`src/rtl/button_conditioner.sv`:
```
// button_conditioner
//   Synchronises, debounces and edge-detects raw push-button pins for the
//   turn-signal control logic. Each channel is normalised to pressed = 1,
//   passed through a 2-flop synchroniser, then qualified by a 4-state FSM
//   that only accepts a new value after it has been stable for
//   DEBOUNCE_CYCLES consecutive cycles.
//
// Optional feature macro: BUTTON_TOGGLE_EN
//   defined   -> per-channel toggle register, flips on each accepted press
//   undefined -> no toggle registers, btn_toggle tied to 0
//
// Ports
//   clk          50 MHz board clock
//   clear        asynchronous active-low reset
//   buttons_raw  raw asynchronous pins (polarity set by ACTIVE_LOW)
//   btn_level    debounced level, 1 = pressed
//   btn_press    one-cycle pulse on accepted press
//   btn_release  one-cycle pulse on accepted release
//   btn_toggle   flips on each accepted press (BUTTON_TOGGLE_EN only)

module button_conditioner_lane #(
  parameter int DEBOUNCE_CYCLES = 500000,
  parameter int ACTIVE_LOW      = 1,
  parameter int CNT_W           = $clog2(DEBOUNCE_CYCLES)
) (
  input  logic clk,
  input  logic clear,
  input  logic raw,
  output logic level,
  output logic press,
  output logic release_p,
  output logic toggle
);

  typedef enum logic [1:0] {
    RELEASED,
    WAIT_PRESS,
    PRESSED,
    WAIT_RELEASE
  } state_t;

  localparam logic [CNT_W-1:0] CNT_LAST = CNT_W'(DEBOUNCE_CYCLES - 1);

  logic             pressed_in;
  logic             s1, s2;
  state_t           state;
  logic [CNT_W-1:0] cnt;

  assign pressed_in = (ACTIVE_LOW != 0) ? ~raw : raw;

  // Synchroniser resets to the released value so a button held through
  // reset is seen as a fresh press once reset lifts.
  always_ff @(posedge clk or negedge clear) begin
    if (!clear) begin
      s1 <= 1'b0;
      s2 <= 1'b0;
    end else begin
      s1 <= pressed_in;
      s2 <= s1;
    end
  end

`ifdef BUTTON_TOGGLE_EN
  logic tog_q;
  assign toggle = tog_q;
`else
  assign toggle = 1'b0;
`endif

  // Counter only advances inside a WAIT state and the state is left when it
  // reaches CNT_LAST, so it can never wrap. Any disagreeing sample sends the
  // FSM back to its stable state with the count cleared.
  always_ff @(posedge clk or negedge clear) begin
    if (!clear) begin
      state     <= RELEASED;
      cnt       <= '0;
      level     <= 1'b0;
      press     <= 1'b0;
      release_p <= 1'b0;
`ifdef BUTTON_TOGGLE_EN
      tog_q     <= 1'b0;
`endif
    end else begin
      press     <= 1'b0;
      release_p <= 1'b0;
      case (state)
        RELEASED: begin
          level <= 1'b0;
          if (s2) begin
            cnt   <= '0;
            state <= WAIT_PRESS;
          end
        end
        WAIT_PRESS: begin
          if (!s2) begin
            cnt   <= '0;
            state <= RELEASED;
          end else if (cnt == CNT_LAST) begin
            cnt   <= '0;
            state <= PRESSED;
            level <= 1'b1;
            press <= 1'b1;
`ifdef BUTTON_TOGGLE_EN
            tog_q <= ~tog_q;
`endif
          end else begin
            cnt <= cnt + CNT_W'(1);
          end
        end
        PRESSED: begin
          level <= 1'b1;
          if (!s2) begin
            cnt   <= '0;
            state <= WAIT_RELEASE;
          end
        end
        WAIT_RELEASE: begin
          if (s2) begin
            cnt   <= '0;
            state <= PRESSED;
          end else if (cnt == CNT_LAST) begin
            cnt       <= '0;
            state     <= RELEASED;
            level     <= 1'b0;
            release_p <= 1'b1;
          end else begin
            cnt <= cnt + CNT_W'(1);
          end
        end
        default: begin
          cnt   <= '0;
          state <= RELEASED;
        end
      endcase
    end
  end

endmodule

module button_conditioner #(
  parameter int N_BUTTONS       = 4,
  parameter int DEBOUNCE_CYCLES = 500000,
  parameter int ACTIVE_LOW      = 1,
  parameter int CNT_W           = $clog2(DEBOUNCE_CYCLES)
) (
  input  logic                 clk,
  input  logic                 clear,
  input  logic [N_BUTTONS-1:0] buttons_raw,
  output logic [N_BUTTONS-1:0] btn_level,
  output logic [N_BUTTONS-1:0] btn_press,
  output logic [N_BUTTONS-1:0] btn_release,
  output logic [N_BUTTONS-1:0] btn_toggle
);

  for (genvar g = 0; g < N_BUTTONS; g++) begin : g_lane
    button_conditioner_lane #(
      .DEBOUNCE_CYCLES (DEBOUNCE_CYCLES),
      .ACTIVE_LOW      (ACTIVE_LOW),
      .CNT_W           (CNT_W)
    ) u_lane (
      .clk       (clk),
      .clear     (clear),
      .raw       (buttons_raw[g]),
      .level     (btn_level[g]),
      .press     (btn_press[g]),
      .release_p (btn_release[g]),
      .toggle    (btn_toggle[g])
    );
  end

endmodule

```
`config.mk`:
```
export PLATFORM = sky130hd
export DESIGN_NAME = button_conditioner
export DESIGN_NICKNAME = d
export VERILOG_FILES = /design/src/rtl/button_conditioner.sv
export SDC_FILE = /design/constraint.sdc
export NUM_CORES = 1
export LEC_CHECK = 0
export CAP_MARGIN = 40
export CORE_MARGIN = 2
export CORE_UTILIZATION = 34
export DETAILED_ROUTE_END_ITERATION = 7
export HOLD_SLACK_MARGIN = 0.06
export PLACE_DENSITY_LB_ADDON = 0.1
export SLEW_MARGIN = 20
export SYNTH_ARGS = -nofsm -noshare
export SYNTH_HDL_FRONTEND = slang
export SYNTH_SLANG_ARGS = --single-unit
export TNS_END_PERCENT = 100
```
`constraint.sdc`:
```
create_clock -name clk -period 2.77 [get_ports clk]
set_clock_uncertainty 0.15 [all_clocks]
set_input_delay 0.277 -clock clk [delete_from_list [all_inputs] [get_ports clk]]
set_output_delay 0.277 -clock clk [all_outputs]
set_load 0.005 [all_outputs]
```
# --- Word-level counts from Yosys, hierarchy flattened ---
# Cells that the tools add are included.
totals:
  ff_bits: 104
  input_bits: 6
  out_inout_bits: 16
  wordCells: 192
op_classes:
  addsub: 4
  eq_ne: 48
  mux: 92
  n_bitwise: 4
  reduce_logical: 16
ops:
  columns: ["operator", "count"]
  rows:
  - ["2-to-1 mux 19 bit", 20]
  - ["one-hot mux 19 bit (4 select lines)", 4]
  - ["adder 19 x 1 -> 19 bit, second input constant", 4]
  - ["equality test 19 bit, second input constant", 4]
  - ["2-to-1 mux 2 bit", 24]
  - ["2-to-1 mux 1 bit", 36]
  - ["inequality test 2 x 1 -> 1 bit, second input constant", 16]
  - ["one-hot mux 2 bit (4 select lines)", 4]
  - ["AND reduction 4 bit", 8]
  - ["equality test 2 bit, second input constant", 8]
  - ["inequality test 2 bit, second input constant", 8]
  - ["one-hot mux 1 bit (4 select lines)", 4]
  - ["inequality test 3 x 1 -> 1 bit, second input constant", 4]
  - ["inequality test 3 bit, second input constant", 4]
  - ["equality test 2 x 1 -> 1 bit, second input constant", 4]
  - ["logical NOT 2 bit", 4]
  - ["AND reduction 2 bit", 4]
  - ["inverter 1 bit", 4]

# --- Longest topological paths before layout ---
# Gate-level depths: netlist (run 1).
depth:
  depth_word: 4
  depth_mapped: 8
  mapped_depth_nobuf: 7

# --- Modules after synthesis ---
# From an unflattened synthesis (run 1), not the netlist that was laid out.
hier_totals:
  cells_unflattened: 642
  area_unflattened_um2: 6042.0
by_module_without_submodules:
  columns: ["mod", "instances", "cells_per_inst", "area_per_inst_um2", "seq_area_each_um2"]
  rows:
  - ["button_conditioner_lane (g_lane[0].u_lane ...)", 3, 161, 1529.0, 650.6]
  - ["button_conditioner_lane (g_lane[3].u_lane)", 1, 159, 1455.1, 650.6]

# --- Worst setup path before layout (run 1) ---
# OpenSTA, ideal clock, no wires.
synth_path:
  kind: "reg2reg"
  start: "register g_lane[1].u_lane.state[0]"
  end: "register g_lane[1].u_lane.cnt[14]"
  setup_ns: 0.135
  arrival_ns: 1.810
  t_required_ns: 2.485
  setup_slack_ns: 0.675
  stages_incl_launch_ff: 8
  n_path_buf: 0
  period_less_slack_ns: 2.095
  path_cell_list: "dfrtp_1 -> inv_1 -> ha_1 -> mux2_2 -> nor4_1 -> nand4_1 -> xor2_1 -> nor2_1"
synth_between:
  elab_chain_len: 3
  elab_cells_between_ends: 8
  cone_classes: "eq/ne (5); mux (1); reduce/logical (2)"
synth_rtl:
  columns: ["element", "line", "rtl"]
  rows:
  - ["from (decl)", "46", "state_t state;"]
  - ["from (signal assigned)", "75", "state <= RELEASED;"]
  - ["from (signal assigned)", "91", "state <= WAIT_PRESS;"]
  - ["from (signal assigned)", "97", "state <= RELEASED;"]
  - ["equality test 2 bit / logical NOT 2 bit (equally long branches)", "86", "case (state)"]
  - ["inequality test 2 bit (no source line) / inequality test 2 x 1 -> 1 bit (equally long branches)", null, null]
  - ["AND reduction 2 bit (no source line)", null, null]
  - ["to (signal assigned)", "107", "cnt <= cnt + CNT_W'(1);"]
  - ["to (signal assigned)", "127", "cnt <= cnt + CNT_W'(1);"]
  - ["to (decl)", "47", "logic [CNT_W-1:0] cnt;"]
# Several ways; a longest one is shown, not always the timed one.
# A chain may end at the register's enable or synchronous reset.

# --- Worst setup path after layout (run 1) ---
layout_path:
  start: "register g_lane[1].u_lane.state[0]"
  end: "register g_lane[1].u_lane.cnt[7]"
# Same word-level chain as after synthesis.

==> flow_metrics.env, run 1 <==
export IMPL_synth_cell_types=57
export IMPL_ys_warnings_count=0
export IMPL_timing_critical_path_required_ps=2910
export IMPL_vias_per_cell=5.17
export IMPL_worst_skew_pair_late_latency_ps=350
export IMPL_synthCells=605
export IMPL_worstMarginPinSlew_ps=740
export IMPL_critPathCaptureType="flip-flop"
export IMPL_cp_max_fo=13
export IMPL_cts_root_buffer_cell="clkbuf_16"
export IMPL_fmax_mhz=409
export IMPL_ios=22
export IMPL_synth_top_family_by_area="simple AND/OR/NAND/NOR gates"
export IMPL_finalCritPeriodShare_pct=88.3
export IMPL_drcViolationCount=0
export IMPL_ys_ff_latch=104
export IMPL_antenna_found_initial=0
export IMPL_ys_flop_type="dfrtp_1"
export IMPL_antenna_cells=0
export IMPL_min_path_type="flip-flop to flip-flop"
export IMPL_die_area_um2=17800
export IMPL_drt_pass1_iterations=5
export IMPL_drive_above_1_share_pct=8.47
export IMPL_post_drt_wl_per_cell_um=14.4
export IMPL_crit_end="g_lane[1].u_lane.cnt[7]"
export IMPL_gp_congestion=0.795
export IMPL_status="complete, no violations"
export IMPL_dr_total_vias=4371
export IMPL_fin_crit_ps=2450
export IMPL_cap_violations=0
export IMPL_die_w_um=133
export IMPL_finalHoldViolCount=0
export IMPL_synth_area_um2=5700
export IMPL_dr_first_iter_drc_count=283
export IMPL_dp_hpwl_um=8550
export IMPL_synth_compound_area_share_pct=12.6
export IMPL_hp_start="g_lane[2].u_lane.s1"
export IMPL_fin_tns_setup_ps=0
export IMPL_grt_pass1_wl_um=20800
export IMPL_grt_total_usage_pct=14.5
export IMPL_reg2reg_to="g_lane[1].u_lane.cnt[7]"
export IMPL_reg2regPathDepth=7
export IMPL_synth_mux_area_fraction_pct=2.66
export IMPL_numCtsBuffers=9
export IMPL_arrival_ps=2590
export IMPL_worstSetupStartpointType="flip-flop"
export IMPL_cts_sinks=104
export IMPL_power_leakage_nw=2.59
export IMPL_holdWs_ps=201
export IMPL_setup_slack_ps=325
export IMPL_synth_area_per_cell_um2=9.42
export IMPL_die_h_um=133
export IMPL_startpoint="g_lane[1].u_lane.state[0]"
export IMPL_drv_slew=0
export IMPL_peakVddDrop_v=0.000296
export IMPL_cts_setup_buffers=0
export IMPL_synth_xor_area_share_pct=5.23
export IMPL_drt_total_wl_um=12200
export IMPL_async_flop_share_pct=100
export IMPL_antenna_left=0
export IMPL_cts_htree_levels=3
export IMPL_start_util_pct=34.6
export IMPL_setup_viol=0
export IMPL_path_class="flip-flop to flip-flop"
export IMPL_rows=47
export IMPL_ys_seq_area_share_pct=45.7
export IMPL_hold_buffers=1
export IMPL_r2r_start="g_lane[1].u_lane.state[0]"
export IMPL_grt_overflow=0
export IMPL_slew_headroom_pct=50.3
export IMPL_grt_max_degree=53
export IMPL_post_place_ws_ps=314
export IMPL_clock_path_buffers=2
export IMPL_synth_edf_count=0
export IMPL_rsz0062_at_grt="no"
export IMPL_core_um2=16500
export IMPL_io_buffers=17
export IMPL_synth_fa_ha_area_share_pct=4.39
export IMPL_cts_resized=0
export IMPL_grt_pass1_vias=4253
export IMPL_synthSimpleGateAreaFrac_pct=23.7
export IMPL_syn_to_final_growth_pct=12.3
export IMPL_final_nets=648
export IMPL_p_per_area_nw_per_um2=746
export IMPL_r2r_setup_slack_ps=320
export IMPL_cts_tree="built"
export IMPL_cts_clk_slew_worst_paths_ps=70
==> power breakdown <==
group	switching (mW)	leakage (nW)	internal, mW
combinational	1.05	1.05	0.658
sequential	0.122	1.41	1.66
clock	0.564	0.138	0.724
total	1.73	2.59	3.04
==> final cells by class <==
type / instances / area, um^2
Sequential cell: 104 / 2600
Multi-Input combinational cell: 438 / 2780
Fill cell: 1643 / 10100
Inverter: 35 / 131
Clock inverter: 4 / 53.8
Timing Repair Buffer: 34 / 310
Tap cell: 220 / 275
Clock buffer: 11 / 243
==> worst min path at each step <==
stage | depth (start not counted) | slack (ps) | to
global placement | 0 | 180 | g_lane[2].u_lane.s2
floorplan | 0 | -170 | asynchronous set/reset pin
detailed placement | 0 | 190 | g_lane[2].u_lane.s2
global route | 0 | 210 | g_lane[2].u_lane.s2
CTS | 0 | 200 | g_lane[2].u_lane.s2
finish | 0 | 200 | g_lane[2].u_lane.s2
==> cell usage in the layout, fill, tap and decap left out, types with 5 or more instances in the layout <==
cell type	instances
nand2_1	60
and3_1	12
a31oi_1	28
ha_1	20
o21ai_0	24
nor3_1	22
nor4_1	15
nand4b_1	5
clkbuf_16	9
nor2_1	56
a21oi_1	9
nand2b_1	8
nand3_1	32
nand3b_1	10
inv_1	35
xor2_1	14
mux2i_1	5
buf_4	16
clkdlybuf4s50_1	16
nand4_1	14
o22ai_1	6
a22o_1	5
mux2_2	9
o31ai_1	14
xnor2_1	20
dfrtp_1	104
==> metrics by stage <==
stage               total power, mW  util (%)  area, um^2  cells
floorplan                      3.00         -        5710    608
global placement               3.50      37.0        6090    830
detailed placement             3.52      37.0        6090    830
CTS                            4.84      38.9        6400    846
global route                   5.15      38.9        6400    846
finish                         4.77      38.9        6400    846
==> kinds of logic after synthesis <==
| family | after synthesis |
|---|---|
| simple gates | 258 |
| compound gates | 108 |
| flops | 104 |
| buf+inv | 66 |
| xor+xnor | 34 |
| fa+ha+maj | 20 |
| mux | 14 |
| other cells | 1 |
==> registers in the layout, summed over array words and instances, names as in the netlist, named ones only <==
name                     flops
g_lane.u_lane.cnt           76
g_lane.u_lane.level          4
g_lane.u_lane.press          4
g_lane.u_lane.release_p      4
g_lane.u_lane.s1             4
g_lane.u_lane.s2             4
g_lane.u_lane.state          4
==> synthesized netlist by cell type (5+ instances only) <==
master / count / area [um^2]
dfrtp_1: 104 / 2600
nand2_1: 60 / 225
nor2_1: 56 / 210
inv_1: 35 / 131
nand3_1: 32 / 160
a31oi_1: 28 / 175
o21ai_0: 24 / 120
nor3_1: 22 / 110
ha_1: 20 / 250
xnor2_1: 20 / 175
buf_4: 16 / 120
nor4_1: 15 / 93.8
nand4_1: 14 / 87.6
o31ai_1: 14 / 105
xor2_1: 14 / 123
and3_1: 12 / 75.1
nand3b_1: 10 / 75.1
a21oi_1: 9 / 45.0
clkbuf_1: 9 / 33.8
mux2_2: 9 / 101
nand2b_1: 8 / 50.1
o22ai_1: 6 / 37.5
a22o_1: 5 / 43.8
mux2i_1: 5 / 50.1
nand4b_1: 5 / 43.8
==> metal layers <==
metal	up-vias	wire length (um)	GRT usage, %
met3	20	267	2.66
met1	2132	6180	20.1
li1	2177	-	-
met5	-	0	0
met4	0	287	6.32
met2	42	5420	22.2
==> worst max-delay path, stage by stage (launching register included) <==
cell and delay, ps:
dfrtp_1 380, inv_1 110, ha_1 240, mux2_2 400
nor3_1 650, nand4b_1 170, a21oi_1 180, a31o_2 110
(Power assumes the default switching activity.)
==> run 2, diff against run 1 <==
Settings changed: CORE_MARGIN 2 to unset.
==> flow_metrics.env, run 2 (same netlist as run 1, synthesis figures left out) <==
export IMPL_path_class="flip-flop to flip-flop"
export IMPL_die_area_um2=17300
export IMPL_post_drt_wl_per_cell_um=14.3
export IMPL_drive_above_1_share_pct=8.17
export IMPL_post_place_ws_ps=306
export IMPL_mostFrequentLayoutCells="dfrtp_1, nand2_1, nor2_1"
export IMPL_slew_headroom_pct=47.9
export IMPL_grt_pass1_vias=4213
export IMPL_setup_viol=0
export IMPL_dp_hpwl_um=8300
export IMPL_cts_htree_levels=3
export IMPL_core_um2=16100
export IMPL_cap_violations=0
export IMPL_status="complete, no violations"
export IMPL_rsz0062_at_grt="no"
export IMPL_largest_reg_flops=76
export IMPL_numCtsBuffers=9
export IMPL_drt_pass1_iterations=4
export IMPL_rows=46
export IMPL_cp_max_fo=8
export IMPL_seq_area_um2=2600
export IMPL_ios=22
export IMPL_power_leakage_nw=2.60
export IMPL_cts_resized=0
export IMPL_top_register="g_lane.u_lane.cnt"
export IMPL_clock_path_buffers=2
export IMPL_power_mw=4.78
export IMPL_worst_skew_pair_late_latency_ps=350
export IMPL_fin_tns_setup_ps=0
export IMPL_die_h_um=131
export IMPL_cts_clk_slew_worst_paths_ps=70
export IMPL_syn_to_final_growth_pct=12.4
export IMPL_layout_commonest_cell="dfrtp_1"
export IMPL_final_nets=646
export IMPL_finalHoldViolCount=0
export IMPL_grt_total_usage_pct=14.8
export IMPL_worstMarginPinSlew_ps=760
export IMPL_antenna_left=0
export IMPL_setup_slack_ps=306
export IMPL_cts_root_buffer_cell="clkbuf_16"
export IMPL_dr_total_vias=4407
export IMPL_cts_tree="built"
export IMPL_finalCritPeriodShare_pct=88.9
export IMPL_io_buffers=17
export IMPL_start_util_pct=35.3
export IMPL_vias_per_cell=5.25
export IMPL_gp_congestion=0.798
export IMPL_timing_critical_path_required_ps=2830
export IMPL_min_path_type="flip-flop to flip-flop"
export IMPL_drv_slew=0
export IMPL_cts_sinks=104
export IMPL_grt_pass1_wl_um=20900
export IMPL_multi_input_area_um2=2800
export IMPL_fin_util_pct=39.7
export IMPL_p_per_area_nw_per_um2=747
export IMPL_fin_crit_ps=2460
export IMPL_dr_first_iter_drc_count=261
export IMPL_fmax_mhz=406
export IMPL_critPathCaptureType="flip-flop"
export IMPL_antenna_cells=0
export IMPL_drt_total_wl_um=12000
export IMPL_worstSetupStartpointType="flip-flop"
export IMPL_peakVddDrop_v=0.000291
export IMPL_drcViolationCount=0
export IMPL_holdWs_ps=206
export IMPL_arrival_ps=2520
export IMPL_die_w_um=131
export IMPL_fillers=1594
export IMPL_antenna_found_initial=0
export IMPL_grt_max_degree=50
export IMPL_grt_overflow=0
[run 2: changes by cell type in the layout (fill, tap and decap cells not counted)]
cell        delta
a2bb2oi_2      -1
a2bb2oi_4      +1
buf_4          -2
clkbuf_8       +2
clkinvlp_4     -1
inv_6          -1
[run 2: timing repair]
item / in CTS / in global routing
hold endpoints to repair: 26 / 0
hold buffers: 1 / 0
setup buffers: 0 / 0
[run 2: report_power, final]
part	total [mW]	switching [mW]	internal (mW)	leakage, nW
Sequential	1.78	0.124	1.66	1.41
Combinational	1.67	1.05	0.621	1.04
Clock	1.33	0.559	0.771	0.148
[run 2: worst max-delay path, cell delays in order, from the launching register on]
cell	delay, ps
dfrtp_1	460
nor4_1	410
nand4_1	290
o21a_1	380
nor2_1	490
o21ai_0	140
[run 2: through the flow]
step / cells / instance area, um^2
final: 840 / 6400
after global routing: 840 / 6400
after CTS: 840 / 6400
after detailed placement: 824 / 6080
after global placement: 824 / 6070
after floorplan: 608 / 5710
[run 2: metal layers]
| layer | vias up | global-route usage, % | wire [um] |
|---|---|---|---|
| li1 | 2177 | - | - |
| met1 | 2167 | 20.3 | 6030 |
| met2 | 55 | 22.6 | 5560 |
| met3 | 8 | 3.20 | 321 |
| met4 | 0 | 5.56 | 112 |
| met5 | - | 0 | 0 |
[run 2: final cells by class]
| cell class | count | share of cell area (%) |
|---|---|---|
| well taps | 216 | 4.22 |
| clock inverters | 2 | 0.586 |
| repair buffers | 32 | 4.61 |
| inverters | 35 | 2.05 |
| clock buffers | 13 | 4.22 |
| flip-flops and latches | 104 | 40.6 |
| multi-input cells | 438 | 43.7 |
[run 2: worst paths after layout]
check,startpoint,endpoint,slack (ps),depth (start not counted)
setup / recovery,g_lane[1].u_lane.cnt[11],g_lane[1].u_lane.state[0],310,5
hold / removal,g_lane[2].u_lane.s1,g_lane[2].u_lane.s2,210,0
setup reg to reg,g_lane[1].u_lane.cnt[11],g_lane[1].u_lane.state[0],310,5
hold reg to reg,g_lane[2].u_lane.s1,g_lane[2].u_lane.s2,210,0
max in group asynchronous,clear,g_lane[3].u_lane.cnt[16],1480,3
min in group asynchronous,clear,g_lane[0].u_lane.press,250,2
